## src/rtl/ring_decoder.sv

```systemverilog
// ring_decoder: checks and decodes the one-hot output of a WIDTH-bit ring counter.
// Ports: clk, rst (sync, active-high), in_valid, ring_in[WIDTH] in;
//        idx[IDX_W], idx_valid, locked, err_pulse, err_count[ERR_CNT_W] out.
module ring_decoder #(
    parameter int WIDTH     = 4,
    parameter int LOCK_CNT  = 2,
    parameter int ERR_CNT_W = 8,
    parameter int IDX_W     = $clog2(WIDTH)
) (
    input  logic                 clk,
    input  logic                 rst,
    input  logic                 in_valid,
    input  logic [WIDTH-1:0]     ring_in,
    output logic [IDX_W-1:0]     idx,
    output logic                 idx_valid,
    output logic                 locked,
    output logic                 err_pulse,
    output logic [ERR_CNT_W-1:0] err_count
);

    localparam int GW = $clog2(LOCK_CNT + 1);

    localparam logic [0:0] S_HUNT   = 1'b0;
    localparam logic [0:0] S_LOCKED = 1'b1;

    logic [0:0]       state;
    logic [WIDTH-1:0] prev;
    logic             prev_valid;
    logic [GW-1:0]    good_cnt;

    logic             legal;
    logic [IDX_W-1:0] enc;
    logic [WIDTH-1:0] expected;
    logic             match;
    logic [GW-1:0]    good_nxt;

    // one-hot: nonzero and clearing the lowest set bit leaves nothing
    assign legal = (ring_in != '0) &&
                   ((ring_in & (ring_in - WIDTH'(1))) == '0);

    always_comb begin
        enc = '0;
        for (int i = 0; i < WIDTH; i++) begin
            if (ring_in[i]) enc = IDX_W'(i);
        end
    end

    // next code is prev rotated left by one, MSB wrapping into LSB
    assign expected = {prev[WIDTH-2:0], prev[WIDTH-1]};
    assign match    = legal && prev_valid && (ring_in == expected);
    assign good_nxt = good_cnt + GW'(1);

    assign locked = (state == S_LOCKED);

    always_ff @(posedge clk) begin
        if (rst) begin
            state      <= S_HUNT;
            prev       <= '0;
            prev_valid <= 1'b0;
            good_cnt   <= '0;
            idx        <= '0;
            idx_valid  <= 1'b0;
            err_pulse  <= 1'b0;
            err_count  <= '0;
        end else begin
            idx_valid <= 1'b0;
            err_pulse <= 1'b0;
            if (in_valid) begin
                if (legal) begin
                    idx       <= enc;
                    idx_valid <= 1'b1;
                    prev      <= ring_in;
                end
                prev_valid <= legal;
                if (state == S_HUNT) begin
                    if (match) begin
                        good_cnt <= good_nxt;
                        if (good_nxt >= GW'(LOCK_CNT)) state <= S_LOCKED;
                    end else begin
                        good_cnt <= '0;
                    end
                end else if (!match) begin
                    // any deviation while tracking is a sequence error
                    state     <= S_HUNT;
                    good_cnt  <= '0;
                    err_pulse <= 1'b1;
                    if (err_count != '1) err_count <= err_count + ERR_CNT_W'(1);
                end
            end
        end
    end

endmodule

```

## config.mk

```make
export PLATFORM = sky130hd
export DESIGN_NAME = ring_decoder
export DESIGN_NICKNAME = d
export VERILOG_FILES = /design/src/rtl/ring_decoder.sv
export SDC_FILE = /design/constraint.sdc
export NUM_CORES = 1
export LEC_CHECK = 0
export BUFFER_PORTS_ARGS = -buffer_cell sky130_fd_sc_hd__buf_2
export CORE_MARGIN = 5
export CORE_UTILIZATION = 23
export CTS_BUF_LIST = sky130_fd_sc_hd__clkbuf_2
export DETAILED_ROUTE_END_ITERATION = 10
export PLACE_DENSITY = 0.41
export REMOVE_ABC_BUFFERS = 1
export SYNTH_ARGS = -nofsm -noshare
export SYNTH_HDL_FRONTEND = slang
export SYNTH_SLANG_ARGS = --single-unit
```

## constraint.sdc

```tcl
create_clock -name clk -period 2.38 [get_ports clk]
set_input_delay 0.476 -clock clk [delete_from_list [all_inputs] [get_ports clk]]
set_output_delay 0.476 -clock clk [all_outputs]
set_load 0.005 [all_outputs]
```

After elaboration in Yosys (flattened, before gate mapping)
Cells that the tools add are included.
Operators by class
  $lt $le $gt $ge: 1
  add/subtract/negate cells: 3
  bitwise logic cells: 4
  reductions and logical operators: 10
  multiplexer cells: 12
  eq/ne operators: 3
Operator list (count)
  2-bit two-way mux: 5
  8-bit by 1-bit adder with 8-bit output, second input constant: 1
  8-bit inequality test, second input constant: 1
  1-bit two-way mux: 7
  4-bit bitwise AND: 1
  4-bit equality test: 1
  4-bit zero test: 1
  2-bit AND reduction: 2
  4-bit AND reduction: 1
  4-bit nonzero test: 1
  4-bit by 1-bit subtractor with 4-bit output, second input constant: 1
  1-bit logical AND: 3
  1-bit inverter: 3
  3-bit OR reduction: 1
  2-bit by 1-bit adder with 2-bit output, second input constant: 1
  2-bit greater-or-equal comparator, second input constant: 1
  2-bit inequality test, second input constant: 1
  2-bit OR reduction: 1
Word-level totals
  word-level logic and storage cells: 41
  flip-flop bits (word level): 20
  input port bits: 7

Depth between registers and ports, before layout
  depth after elaboration: 8
  gate-level depth with buffers: 7
  gate-level depth less buffers: 5

Worst setup path after synthesis
No wires, ideal clock.
  path type: in2reg
  start: in ring_in[2]
  end: reg err_count[6]
  stages on the path: 6
  required time: 2.309 ns
  data arrival time: 1.740 ns
  setup slack: 0.570 ns
  path buffers: 1
  cells stage by stage: buf_4 -> xor2_1 -> a211oi_2 -> nor3_2 -> or4_1 -> a21oi_1
On the way
  word-level cells in the longest chain between the ends: 8
  elaborated cells between the ends (all ways): 10
  those cells by class: 1 x add/sub; 1 x eq/ne; 2 x bitwise; 6 x reduce/logical
RTL lines
  start, declared: RTL line 13  | input logic [WIDTH-1:0] ring_in,
  4-bit by 1-bit subtractor with 4-bit output: RTL line 39  | ((ring_in & (ring_in - WIDTH'(1))) == '0);
  4-bit bitwise AND: RTL line 39
  4-bit zero test: RTL line 39
  1-bit logical AND: RTL line 38  | assign legal = (ring_in != '0) &&
  1-bit logical AND: RTL line 50  | assign match = legal && prev_valid && (ring_in == expected);
  1-bit logical AND *: RTL line 50
  1-bit inverter (no line) *
  4-bit AND reduction (no line) *
  end signal, assigned: RTL line 87  | if (err_count != '1) err_count <= err_count + ERR_CNT_W'(1);
  end, declared: RTL line 18  | output logic [ERR_CNT_W-1:0] err_count
Mark *: on every way between the ends. The rest lies on a longest branch, timed or not.
A chain may end at the register's enable or synchronous reset.

Worst setup path in the final report
  start: reg err_count[0]
  end: reg err_count[5]
On the way
  word-level cells in the longest chain between the ends: 2
  elaborated cells between the ends (all ways): 3
  those cells by class: 1 x add/sub; 1 x eq/ne; 1 x reduce/logical
RTL lines
  parallel branches: the longest is 2 deep, another holds 8-bit by 1-bit adder with 8-bit output
Several ways; the timed one is not identified.

==> out/qor.txt <==
CP cell instances -> ha_1, a41oi_2, nand2_1, or4_1, a21oi_1
IO buf count -> 19
Yosys warnings -> 0
Placed Area -> 1100 µm²
Setup-failing EPs final -> 0
Antenna-violating nets left -> 0
Post-CTS Hold Buffers -> 0
Largest fanout on the critical path -> 10
Synth Flop Type -> dfxtp_1
Most area-consuming cells after synthesis -> dfxtp_1 40%, a21oi_1 4.6%, xnor2_1 4.4%, nor2_1 3.8%, or4_1 3.8%
Die height -> 75.6 µm
Share of layout cells above drive strength 1 -> 0.232
GRT Residual Overflow -> 0
CP startpoint kind -> flop
CTS tree -> done
Hold_ws -> 445 ps
Fin Clk Skew -> 2.25 ps
Post-Route WL -> 2090 µm
Max stage delay on crit path -> 510 ps
P_sw -> 147 µW
Critical path origin -> err_count[0]
Clk root buf -> clkbuf_2
Most frequent cell after synthesis -> dfxtp_1
Area delta synth->final -> 13.1%
Max-slew headroom -> 0.741
LEAKAGE -> 0.000443 µW
Fmax -> 541 MHz
Seq cells post-synth -> 20
Asr flop ratio synth -> 0
Pint -> 405 µW
Synth top cells by count -> 20 x dfxtp_1, 10 x nor2_1, 9 x a21oi_1
Largest net degree at the start of global routing -> 20
DR iter-0 viols -> 30
Via-per-instance ratio -> 4.71
R2R Path Start -> err_count[0]
First-pass DRT Iterations -> 4
Final #Nets -> 134
Worst Path Arrival -> 2120 ps
Comb power frac -> 0.107
Finished Core Util -> 0.274
Longest Clk Path Bufs -> 2
Slowest stage cell on the critical path -> or4_1
Post-CTS Repair Setup Buffers -> 0
TritonCTS buffer count -> 3
Seq pwr share -> 0.632
Die X -> 75.6 µm
Clock sink total -> 20
Worst Tran Pin Value -> 388 ps
Sw Share -> 0.266
Pwr Density -> 493 nW/µm²
Worst setup EP type -> flop
Tot GR Track Use -> 0.0824
WS Path Type -> flop to flop
Per-cell routed wire length -> 11.9 µm
H-tree Lvls -> 1
Antenna cells -> 0
Core Region -> 4090 µm²
Worst Hold Class -> primary input to flop
Synth Instances -> 109
Worst VDD drop -> 171 µV
Mapped Avg Cell Area -> 9.08 µm²
Post-Place Setup Slack -> 303 ps
IO Count -> 20
Vias -> 824
Drt drc -> 0
Synth unique cells -> 34
RSZ-0062 raised after global routing -> false
First-pass GRT wire length -> 3660 µm
Setup_tns -> 0 ps
Tcrit/Tclk final -> 0.777
Vias in the first global route -> 810
Worst endpoint required time -> 2650 ps
Leading area contributor after synthesis -> dfxtp_1
CTS clock-pin slew for the worst setup and hold paths -> 200 ps
Status -> finished, final reports clean
Synthesized area -> 990 µm²
EDFF count, synth -> 0
Starting density of the core -> 0.242
Post-CTS sizing -> 0
Final Hold Viols -> 0
Seq/Total Area, Yosys -> 0.405
Fin crit period -> 1850 ps
Min-delay src -> in_valid
GPL Wtd Cong -> 0.729
Max cap viols -> 0
HPWL Detailed -> 1510 µm
Final Slew Violations -> 0
Initial antenna violation count -> 0
Rows -> 23
Die area -> 5710 µm²
Part of the power in the clock network -> 0.261
Setup ws final -> 530 ps
Design Area, Final -> 1120 µm²
Synth top area share -> 0.405
Worst-skew pair later-pin latency -> 310 ps
==> sequential cells by signal, indices dropped and copies added, names as in the netlist <==
| name | cells |
|---|---|
| prev | 4 |
| prev_valid | 1 |
| idx_valid | 1 |
| good_cnt | 2 |
| idx | 2 |
| locked | 1 |
| err_pulse | 1 |
| err_count | 8 |
==> routing by layer <==
layer	global-route usage	part of all wire	vias up
li1	-	-	419
met1	0.0998	0.45	386
met2	0.136	0.47	17
met3	0.0356	0.073	2
met4	0.0175	0.0062	0
met5	0	0	-
==> power groups by stage <==
stage          logic, µW  clock network [µW]  registers, µW
4_1_cts             60.0                 156            349
3_3_place_gp        59.1                   0            355
2_1_floorplan       32.3                   0            355
3_5_place_dp        59.6                   0            356
6_report            58.9                 144            349
5_1_grt             66.4                 167            350
==> cells in the final DEF (no fill, tap or decap), types with 4 or more instances in the layout <==
cell type / Yosys / routed
nand2_1: 6 / 6
o31ai_1: 4 / 4
nand3_1: 6 / 6
xnor2_1: 5 / 5
or4_1: 5 / 5
buf_2: 1 / 19
o21ai_0: 4 / 4
nor2_1: 10 / 10
nor3_1: 4 / 4
dfxtp_1: 20 / 20
a21oi_1: 9 / 9
==> critical path: cells and delay by family, from the launching register on <==
kind                       cells  cell delay [ps]
AOI/OAI and AO/OA              2              380
adders and majority gates      1              260
DFF                            1              410
and+or+nand+nor                2              740
==> through the flow <==
stage / cells / total power, µW
6_report: 175 / 552
5_1_grt: 175 / 584
4_1_cts: 175 / 566
3_5_place_dp: 171 / 415
3_3_place_gp: 171 / 415
2_1_floorplan: 101 / 388
==> path summary, 6_finish.rpt <==
path                        to  slack (ps)  depth (start not counted)
setup / recovery  err_count[5]         530                          5
hold / removal      prev_valid         440                          2
setup reg to reg  err_count[5]         530                          5
hold reg to reg        prev[3]         480                          2
==> area by class of cell <==
cell class	instances	area, µm²
Fill cell	461	2970
Multi-Input combinational cell	79	528
Sequential cell	20	400
Timing Repair Buffer	20	103
Tap cell	50	62.6
Clock buffer	3	15.0
Inverter	2	7.51
Clock inverter	1	3.75
==> cells by family after synthesis <==
family | count (synthesis) | share of synthesized area
AOI/OAI and AO/OA | 21 | 0.140
adders and majority gates | 1 | 0.0126
DFF | 20 | 0.405
xor gates and xnor gates | 8 | 0.0708
buffers and inverters | 10 | 0.0619
muxes | 3 | 0.0303
and+or+nand+nor | 46 | 0.279
Power figures use the tool's default switching activity.
